[src/rtl/int_ram_arb_if.sv]
// Bus bundle between the internal-RAM arbiter, its two requesters (CPU and
// external programming port) and the single-port RAM.
`ifndef RW
`define RW 16
`endif

interface int_ram_arb_if #(
  parameter int DATA_W = `RW
);
  logic              i_cpu_hold;
  logic              i_c_req;
  logic              i_c_we;
  logic [5:0]        i_c_addr;
  logic [DATA_W-1:0] i_c_data;
  logic              o_c_ack;
  logic [DATA_W-1:0] o_c_data;

  logic              i_e_req;
  logic              i_e_we;
  logic [5:0]        i_e_addr;
  logic [DATA_W-1:0] i_e_data;
  logic              o_e_ack;
  logic [DATA_W-1:0] o_e_data;

  logic [5:0]        o_ram_addr;
  logic [DATA_W-1:0] o_ram_data;
  logic              o_ram_we;
  logic [DATA_W-1:0] i_ram_data;

  modport slave (
    input  i_cpu_hold,
    input  i_c_req, i_c_we, i_c_addr, i_c_data,
    output o_c_ack, o_c_data,
    input  i_e_req, i_e_we, i_e_addr, i_e_data,
    output o_e_ack, o_e_data,
    output o_ram_addr, o_ram_data, o_ram_we,
    input  i_ram_data
  );

  modport master (
    output i_cpu_hold,
    output i_c_req, i_c_we, i_c_addr, i_c_data,
    input  o_c_ack, o_c_data,
    output i_e_req, i_e_we, i_e_addr, i_e_data,
    input  o_e_ack, o_e_data,
    input  o_ram_addr, o_ram_data, o_ram_we,
    output i_ram_data
  );
endinterface

[src/rtl/int_ram_arb.sv]
// Two-port arbiter for a single-port internal RAM: CPU has priority, with a
// bounded CPU burst so a waiting external request is never starved.
module int_ram_arb #(
  parameter int MAX_CPU_BURST = 4
) (
  input logic          i_clk,
  input logic          i_rst,
  int_ram_arb_if.slave bus
);

  localparam int SW = (MAX_CPU_BURST > 0) ? $clog2(MAX_CPU_BURST + 1) : 1;
  localparam logic [SW-1:0] BURST_MAX = SW'(MAX_CPU_BURST);

  typedef enum logic {IDLE, RESP} state_e;
  typedef enum logic {OWN_CPU, OWN_EXT} owner_e;

  state_e        state_q, state_d;
  owner_e        owner_q, owner_d;
  logic [SW-1:0] starv_q, starv_d;
  logic          c_qual, cpu_win, ext_win;

  always_comb begin
    state_d         = state_q;
    owner_d         = owner_q;
    starv_d         = starv_q;
    c_qual          = bus.i_c_req & ~bus.i_cpu_hold;
    cpu_win         = 1'b0;
    ext_win         = 1'b0;
    bus.o_ram_addr  = '0;
    bus.o_ram_data  = '0;
    bus.o_ram_we    = 1'b0;
    bus.o_c_ack     = 1'b0;
    bus.o_c_data    = '0;
    bus.o_e_ack     = 1'b0;
    bus.o_e_data    = '0;

    // Reset cycles neither grant nor acknowledge; an in-flight access is dropped.
    if (!i_rst) begin
      case (state_q)
        IDLE: begin
          cpu_win = c_qual && !(bus.i_e_req && (starv_q == BURST_MAX));
          ext_win = bus.i_e_req && !cpu_win;
          if (cpu_win) begin
            bus.o_ram_addr = bus.i_c_addr;
            bus.o_ram_data = bus.i_c_data;
            bus.o_ram_we   = bus.i_c_we;
            owner_d        = OWN_CPU;
            state_d        = RESP;
          end else if (ext_win) begin
            bus.o_ram_addr = bus.i_e_addr;
            bus.o_ram_data = bus.i_e_data;
            bus.o_ram_we   = bus.i_e_we;
            owner_d        = OWN_EXT;
            state_d        = RESP;
          end
          // Counter only tracks CPU wins over a waiting external request.
          if (ext_win || !bus.i_e_req) begin
            starv_d = '0;
          end else if (cpu_win && (starv_q != BURST_MAX)) begin
            starv_d = starv_q + SW'(1);
          end
        end
        RESP: begin
          state_d = IDLE;
          if (owner_q == OWN_CPU) begin
            bus.o_c_ack  = 1'b1;
            bus.o_c_data = bus.i_ram_data;
          end else begin
            bus.o_e_ack  = 1'b1;
            bus.o_e_data = bus.i_ram_data;
          end
        end
      endcase
    end
  end

  always_ff @(posedge i_clk) begin
    if (i_rst) begin
      state_q <= IDLE;
      owner_q <= OWN_CPU;
      starv_q <= '0;
    end else begin
      state_q <= state_d;
      owner_q <= owner_d;
      starv_q <= starv_d;
    end
  end

endmodule

[src/flat_wrapper.sv]
// flat-port wrapper written by rule: the top's interface ports become plain ports
module int_ram_arb_flat 
#(
  parameter int MAX_CPU_BURST = 4
)
  (i_clk, i_rst, bus_i_cpu_hold, bus_i_c_req, bus_i_c_we, bus_i_c_addr, bus_i_c_data, bus_o_c_ack, bus_o_c_data, bus_i_e_req, bus_i_e_we, bus_i_e_addr, bus_i_e_data, bus_o_e_ack, bus_o_e_data, bus_o_ram_addr, bus_o_ram_data, bus_o_ram_we, bus_i_ram_data);
  int_ram_arb_if #(.DATA_W(16)) bus_i ();
  input logic i_clk;
  input logic i_rst;
  input wire logic [$bits(bus_i.i_cpu_hold)-1:0] bus_i_cpu_hold;
  input wire logic [$bits(bus_i.i_c_req)-1:0] bus_i_c_req;
  input wire logic [$bits(bus_i.i_c_we)-1:0] bus_i_c_we;
  input wire logic [$bits(bus_i.i_c_addr)-1:0] bus_i_c_addr;
  input wire logic [$bits(bus_i.i_c_data)-1:0] bus_i_c_data;
  output wire logic [$bits(bus_i.o_c_ack)-1:0] bus_o_c_ack;
  output wire logic [$bits(bus_i.o_c_data)-1:0] bus_o_c_data;
  input wire logic [$bits(bus_i.i_e_req)-1:0] bus_i_e_req;
  input wire logic [$bits(bus_i.i_e_we)-1:0] bus_i_e_we;
  input wire logic [$bits(bus_i.i_e_addr)-1:0] bus_i_e_addr;
  input wire logic [$bits(bus_i.i_e_data)-1:0] bus_i_e_data;
  output wire logic [$bits(bus_i.o_e_ack)-1:0] bus_o_e_ack;
  output wire logic [$bits(bus_i.o_e_data)-1:0] bus_o_e_data;
  output wire logic [$bits(bus_i.o_ram_addr)-1:0] bus_o_ram_addr;
  output wire logic [$bits(bus_i.o_ram_data)-1:0] bus_o_ram_data;
  output wire logic [$bits(bus_i.o_ram_we)-1:0] bus_o_ram_we;
  input wire logic [$bits(bus_i.i_ram_data)-1:0] bus_i_ram_data;
  assign bus_i.i_cpu_hold = bus_i_cpu_hold;
  assign bus_i.i_c_req = bus_i_c_req;
  assign bus_i.i_c_we = bus_i_c_we;
  assign bus_i.i_c_addr = bus_i_c_addr;
  assign bus_i.i_c_data = bus_i_c_data;
  assign bus_o_c_ack = bus_i.o_c_ack;
  assign bus_o_c_data = bus_i.o_c_data;
  assign bus_i.i_e_req = bus_i_e_req;
  assign bus_i.i_e_we = bus_i_e_we;
  assign bus_i.i_e_addr = bus_i_e_addr;
  assign bus_i.i_e_data = bus_i_e_data;
  assign bus_o_e_ack = bus_i.o_e_ack;
  assign bus_o_e_data = bus_i.o_e_data;
  assign bus_o_ram_addr = bus_i.o_ram_addr;
  assign bus_o_ram_data = bus_i.o_ram_data;
  assign bus_o_ram_we = bus_i.o_ram_we;
  assign bus_i.i_ram_data = bus_i_ram_data;
  int_ram_arb #(.MAX_CPU_BURST(MAX_CPU_BURST)) u_core (.i_clk(i_clk), .i_rst(i_rst), .bus(bus_i));
endmodule
[config.mk]
export PLATFORM = sky130hd
export DESIGN_NAME = int_ram_arb_flat
export DESIGN_NICKNAME = d
export VERILOG_FILES = /design/src/rtl/int_ram_arb_if.sv /design/src/rtl/int_ram_arb.sv /design/src/flat_wrapper.sv
export SDC_FILE = /design/constraint.sdc
export NUM_CORES = 1
export LEC_CHECK = 0
export CAP_MARGIN = 20
export CELL_PAD_IN_SITES_DETAIL_PLACEMENT = 0
export CELL_PAD_IN_SITES_GLOBAL_PLACEMENT = 1
export CORE_MARGIN = 2
export CORE_UTILIZATION = 16
export CTS_CLUSTER_SIZE = 28
export DETAILED_ROUTE_END_ITERATION = 8
export PLACE_DENSITY_LB_ADDON = 0.1
export SLEW_MARGIN = 30
export SYNTH_ARGS = -nofsm -noshare
export SYNTH_HDL_FRONTEND = slang
export SYNTH_SLANG_ARGS = --single-unit
[constraint.sdc]
create_clock -name i_clk -period 2.2 [get_ports i_clk]
set_input_delay 0.22 -clock i_clk [delete_from_list [all_inputs] [get_ports i_clk]]
set_output_delay 0.22 -clock i_clk [all_outputs]
set_load 0.02 [all_outputs]
==> results of run 1 <==
==> stage by stage <==
| stage | instances | setup WS [ps] | hold slack, ps |
|---|---|---|---|
| 6_report | 343 | 68.2 | 465 |
| 5_1_grt | 343 | 4.00 | 503 |
| 4_1_cts | 343 | 15.4 | 469 |
| 3_5_place_dp | 339 | -53.8 | 464 |
| 3_3_place_gp | 339 | -78.6 | 458 |
| 2_1_floorplan | 148 | 627 | 289 |
==> layout by cell type (no fill, tap or decap), drive strengths merged, types with 2 or more instances in the layout <==
cell type,instances
o21ai,2
buf,9
clkdlybuf4s50,85
nand2,49
nand4,2
dfxtp,5
dlygate4sd2,23
and2,32
ha,2
dlymetal6s2s,15
clkbuf,4
a21oi,4
nor3b,2
o22ai,23
nor2b,2
inv,4
==> metal layers <==
layer / vias up / track usage [%] / part of all wire [%] / routed length [µm]
met1: 620 / 12.1 / 38 / 1560
met4: 0 / 4.41 / 2.2 / 90
met3: 8 / 3.60 / 8.8 / 361
li1: 743 / - / - / -
met2: 62 / 23.5 / 51 / 2100
met5: - / 0 / 0 / 0
==> sequential cells by signal (all words and copies together), names as in the netlist <==
name	cells
u_core.starv_q	3
u_core.owner_q	1
u_core.state_q	1
==> worst paths after layout <==
path | from | end | slack (ps)
max | i_rst | bus_o_e_data[15] | 70
min | u_core.starv_q[1]$_SDFFE_PP0P_ | u_core.starv_q[1]$_SDFFE_PP0P_ | 460
max reg2reg | u_core.starv_q[0]$_SDFFE_PP0P_ | u_core.owner_q$_SDFFE_PP0P_ | 840
min reg2reg | u_core.starv_q[1]$_SDFFE_PP0P_ | u_core.starv_q[1]$_SDFFE_PP0P_ | 460
==> power by group through the flow <==
| stage | clock (W) | sequential, W | combinational (W) |
|---|---|---|---|
| finish | 0.000171 | 0.000102 | 0.000356 |
| global route | 0.000184 | 0.000103 | 0.000385 |
| CTS | 0.000177 | 0.000101 | 0.000362 |
| detailed placement | 0 | 0.000103 | 0.000377 |
| global placement | 0 | 0.000103 | 0.000380 |
| floorplan | 0 | 0.0000985 | 0.000158 |
==> logic make-up (layout without fill, tap and decap cells) <==
group,Yosys count,count (layout),share of synthesized area [%]
buf+inv,17,140,12.2
simple gates,91,91,51.8
fa+ha+maj,2,2,2.68
compound gates,33,33,22.6
flops,5,5,10.7
==> critical path, cell delays in order <==
cell and delay (ps):
clkdlybuf4s50_1 600, inv_2 50, and3_1 210, buf_12 150
and2_1 150, clkdlybuf4s50_1 530
==> cell type report <==
| class | instances | share of cell area [%] |
|---|---|---|
| clock buffers | 4 | 1.92 |
| flip-flops and latches | 5 | 4.32 |
| multi-input cells | 126 | 30.8 |
| repair buffers | 132 | 58.4 |
| well taps | 72 | 3.84 |
| inverters | 4 | 0.640 |
==> results.py, run 1 <==
metrics = {
    "outcome": {
        "run_status": "completed",
    },
    "final_layout": {
        "final_area_mm2": 0.00234,
        "antenna_cells": 0,
        "drive_gt1_share_pct": 9.96,
        "regArea_um2": 101,
        "nets": 341,
        "syn2layout_area_growth_pct": 151,
        "multi_input_area_um2": 723,
        "final_util_pct": 42.1,
        "fill_cells": 603,
    },
    "floorplan": {
        "dieHeight_um": 80.4,
        "initial_core_util_pct": 16.8,
        "coreArea_mm2": 0.00557,
        "top_level_ports": 124,
        "rows": 27,
        "fp.dieW_um": 80.4,
        "die_area_mm2": 0.00647,
    },
    "sta": {
        "max_freq_ghz": 0.469,
        "finalSetupTns_ps": 0,
        "setup_violations": 0,
        "max_slew_margin_pct": 83.4,
        "rsz0062_at_grt": "no",
        "drv_slew": 0,
        "period_minus_slack_ps": 2130,
        "hold_viol_final": 0,
        "fin_skew_ps": 0.218,
        "fin_crit_sh_pct": 96.9,
        "worst_slew_pin_slew_ps": 247,
    },
    "routing": {
        "drc": 0,
        "wl_per_cell_um": 12.0,
        "drtIter0Drc": 46,
        "viasPerCell": 4.18,
        "ant_nets": 0,
        "firstDrtPassIters": 4,
        "vias": 1433,
        "wirelength_um": 4110,
    },
    "global_routing": {
        "grt_use_total_pct": 12.2,
        "overflow": 0,
        "grt_pass1_vias": 1428,
        "grt_pass1_wl_um": 6310,
        "grt_max_degree": 35,
        "antenna_found_initial": 0,
    },
    "worst_setup_path": {
        "endpoint_kind": "output pin",
        "crit_fanout": 17,
        "reg2regPathDepth": 6,
        "arrival_ps": 1910,
        "required_ps": 1980,
        "worstSetupStartpointType": "input pin",
        "path_class": "input pin to output pin",
    },
    "power_and_ir_drop": {
        "switching_share_pct": 32.2,
        "p_leak_nw": 1.24,
        "fin_total_pwr_w": 0.000629,
        "pwr-share-seq_pct": 16.2,
        "comb_power_share_pct": 56.6,
        "power_switching_w": 0.000203,
        "peakVddDrop_v": 0.000397,
        "clkPwrFrac_pct": 27.3,
        "p_per_area_mw_per_mm2": 268,
        "p_int_w": 0.000426,
    },
    "flow_run": {
        "drv_cap": 0,
    },
    "synth": {
        "yosys.area.top_type": "nand2_1",
        "synth_cell_types": 27,
        "synth_edf_count": 0,
        "seq_area_frac_synth_pct": 10.7,
        "syn_avg_cell_area_um2": 6.32,
        "async_reset_ff_share_pct": 0,
        "synth-seq-cells": 5,
        "synthCells": 148,
        "synthTopCellsByArea": "nand2_1 20%, and2_1 15%, o22ai_1 15%",
        "synth_top_area_share_pct": 19.7,
        "syn_nets": 217,
        "synthTopCellsByCount": "49 x nand2_1, 23 x and2_1, 23 x o22ai_1",
        "synthFlopType": "dfxtp_1",
        "yosys_warnings": 0,
        "syn-cell-area_um2": 935,
        "synth.most_common_cell": "nand2_1",
    },
    "placement": {
        "io_buffer_count": 123,
        "dpl_cell_area_mm2": 0.00229,
        "routabilityCongestion": 0.727,
        "dp_hpwl_um": 3290,
    },
    "min_path": {
        "hold_depth": 2,
        "hp-class": "flop to flop",
    },
    "clock_tree": {
        "cts_tree": "yes",
        "cts_hold_buf": 0,
        "cts_max_level": 1,
        "clock-sinks": 5,
        "cts_root_buf": "clkbuf_8",
        "post_cts_buffers": 0,
        "worstSkewPairLatency_ps": 220,
        "clkSlewWorstSetupHoldPaths_ps": 30,
        "cts_made_buffers": 3,
        "post_cts_resize_count": 23,
        "cts_buffer_depth": 2,
    },
}
Power figures use the tool's default switching activity.
==> inputs of run 2 (changes only) <==
--- a/config.mk
+++ b/config.mk
@@ -10,9 +10,10 @@
 export CELL_PAD_IN_SITES_GLOBAL_PLACEMENT = 1
 export CORE_MARGIN = 2
 export CORE_UTILIZATION = 16
-export CTS_CLUSTER_SIZE = 28
+export CTS_CLUSTER_SIZE = 14
 export DETAILED_ROUTE_END_ITERATION = 8
 export PLACE_DENSITY_LB_ADDON = 0.1
+export SKIP_LAST_GASP = 1
 export SLEW_MARGIN = 30
 export SYNTH_ARGS = -nofsm -noshare
 export SYNTH_HDL_FRONTEND = slang
==> results of run 2 <==
Same layout as run 1: the final DEF is identical, and so are final timing and power.
==> RTL change (settings of run 2) <==
`MAX_CPU_BURST` is set to 4 in 2 places; all go to 16.
--- a/src/rtl/int_ram_arb.sv
+++ b/src/rtl/int_ram_arb.sv
@@ -1,7 +1,7 @@
 // Two-port arbiter for a single-port internal RAM: CPU has priority, with a
 // bounded CPU burst so a waiting external request is never starved.
 module int_ram_arb #(
-  parameter int MAX_CPU_BURST = 4
+  parameter int MAX_CPU_BURST = 16
 ) (
   input logic          i_clk,
   input logic          i_rst,
--- a/src/flat_wrapper.sv
+++ b/src/flat_wrapper.sv
@@ -1,7 +1,7 @@
 // flat-port wrapper written by rule: the top's interface ports become plain ports
 module int_ram_arb_flat 
 #(
-  parameter int MAX_CPU_BURST = 4
+  parameter int MAX_CPU_BURST = 16
 )
   (i_clk, i_rst, bus_i_cpu_hold, bus_i_c_req, bus_i_c_we, bus_i_c_addr, bus_i_c_data, bus_o_c_ack, bus_o_c_data, bus_i_e_req, bus_i_e_we, bus_i_e_addr, bus_i_e_data, bus_o_e_ack, bus_o_e_data, bus_o_ram_addr, bus_o_ram_data, bus_o_ram_we, bus_i_ram_data);
   int_ram_arb_if #(.DATA_W(16)) bus_i ();
Function: changed (Yosys sat finds a counterexample within 10 cycles, from zero or initial values and one cycle with i_rst high).
==> RTL change against run 2 <==
- non-clock buffer count rose by 7
- wire length rose by 38%
- register-to-register slack improved by 30 ps
- power rose by 9.9%
- worst hold slack improved by 26 ps
- sequential cell count rose by 2
- design area rose by 23%
- highest routed layer unchanged
- combinational power rose by 5.9%
- clock power rose by 6%
- largest power group unchanged
- sequential power rose by 31%
- area after synthesis rose by 44%
- utilization fell by 6.9 points
- setup slack improved by 4.1 ps
- critical path type unchanged
==> RTL change: results (changes against run 2) <==
[finish]
diodes = 0  ; unchanged
top_regs = u_core.starv_q: 5 flops, u_core.owner_q: 1 flops, u_core.state_q: 1 flops
drive_gt1_frac = 0.0753  ; -0.0243
finalNetCount = 402  ; +18%

[setup_path]
cp_max_fo = 17  ; unchanged
worstRegToRegCells = 6  ; unchanged
crit_family = buffers and inverters
r2r_end = u_core.starv_q[3]$_SDFFE_PP0P_
crit_end = bus_o_e_data[1]
slowest_delay_ps = 590
regToRegSetupSlack_ps = 870  ; +30 ps
crit_path_start = i_rst
arrival_ps = 1910  ; about the same
r2r-start = u_core.starv_q[0]$_SDFFE_PP0P_

[logic_synthesis]
syn-instance-count = 214  ; +45%
synthDistinctLibCells = 30  ; +11%
synthTopCellsByArea = and2_1 15%, o21a_1 13%, a211oi_1 13%
yosysSeqAreaShare = 0.104  ; -0.00271
ys_top_cells_by_count = 32 x and2_1, 27 x inv_1, 25 x nand2_1, 24 x a21oi_1, 24 x o21a_1
syn-num-nets = 283  ; +30%

[timing]
fin_worst_skew_ps = 0.924  ; +0.706 ps
slew_headroom = 0.825  ; -0.00903
max_freq_mhz = 470  ; +0.19%
holdWs_ps = 491  ; +25.8 ps
drv_slew = 0  ; unchanged

[placement]
dpl.hpwl_mm = 4.21  ; +28%
dpl.cell_count = 433  ; +28%
place_congestion = 0.697  ; -4.1%
placed_area_mm2 = 0.00277  ; +21%
portBuffers = 123  ; unchanged
dpl_worst_slack_ps = -47.5  ; +6.27 ps

[detailed_routing]
wl_met3_um = 701  ; +94%
routedWlPerCell_um = 13.0  ; +8.6%
wl_met2_mm = 2.63  ; +25%
drt_iter0_markers = 36  ; -22%
wirelength_mm = 5.68  ; +38%
via_per_inst = 4.23  ; +1.3%
met1_length_mm = 2.32  ; +49%

[hold_path]
min_to = u_core.owner_q$_SDFFE_PP0P_
worstHoldStart = u_core.owner_q$_SDFFE_PP0P_
hold_path.class = register to register

[global_route]
grt.met3_usage = 0.0458  ; +0.00989
grt_use_met1 = 0.130  ; +0.00961
grt_pass1_wl_mm = 8.69  ; +38%
grt_pass1_vias = 1804  ; +26%
grt_max_degree = 52  ; +49%
track_usage = 0.117  ; -0.00406
use_met2 = 0.218  ; -0.0171

[pwr]
p_seq_frac = 0.194  ; +0.032
internal_power_w = 0.000469  ; +10%
p_leak_nw = 1.72  ; +39%
irDropWorstVdd_uv = 142  ; -64%
p_comb_frac = 0.545  ; -0.021
p_clk_w = 0.000181  ; +6%

[clock_network]
insertion_delay_ps = 220  ; about the same
post_cts_resized = 23  ; unchanged

[outcome]
status = finished clean

## RTL change: cell types whose count changed in the layout (fill, tap and decap cells not counted), sizes merged, moves of 17 or more
cell | run 2 | this run
clkdlybuf4s50 | 85 | 68
nand2 | 49 | 25
inv | 4 | 27
a211oi | 1 | 23
a21oi | 4 | 24
o21a | 0 | 24
o22ai | 23 | 2
## RTL change: cell families after synthesis
| kind of cell | share of synthesized area |
|---|---|
| buffers and inverters | 0.172 |
| flip-flops | 0.104 |
| adder cells (fa/ha/maj) | 0.0186 |
| XOR/XNOR | 0.0130 |
| AND/OR/NAND/NOR | 0.307 |
| AO/OA/AOI/OAI | 0.385 |
## RTL change: final cells by class
type,instances,area [µm²]
clock buffers,4,45.0
fillers,881,5300
inverters,27,101
multi-input cells,155,991
flip-flops and latches,7,140
well taps,105,131
repair buffers,139,1470
## RTL change: worst reg2reg max path, stage by stage, from the launching register on
cell and delay, ps:
dfxtp_1 320, inv_1 50, ha_1 200, nand4bb_1 140, buf_4 240, a31oi_1 130
nor3_1 170
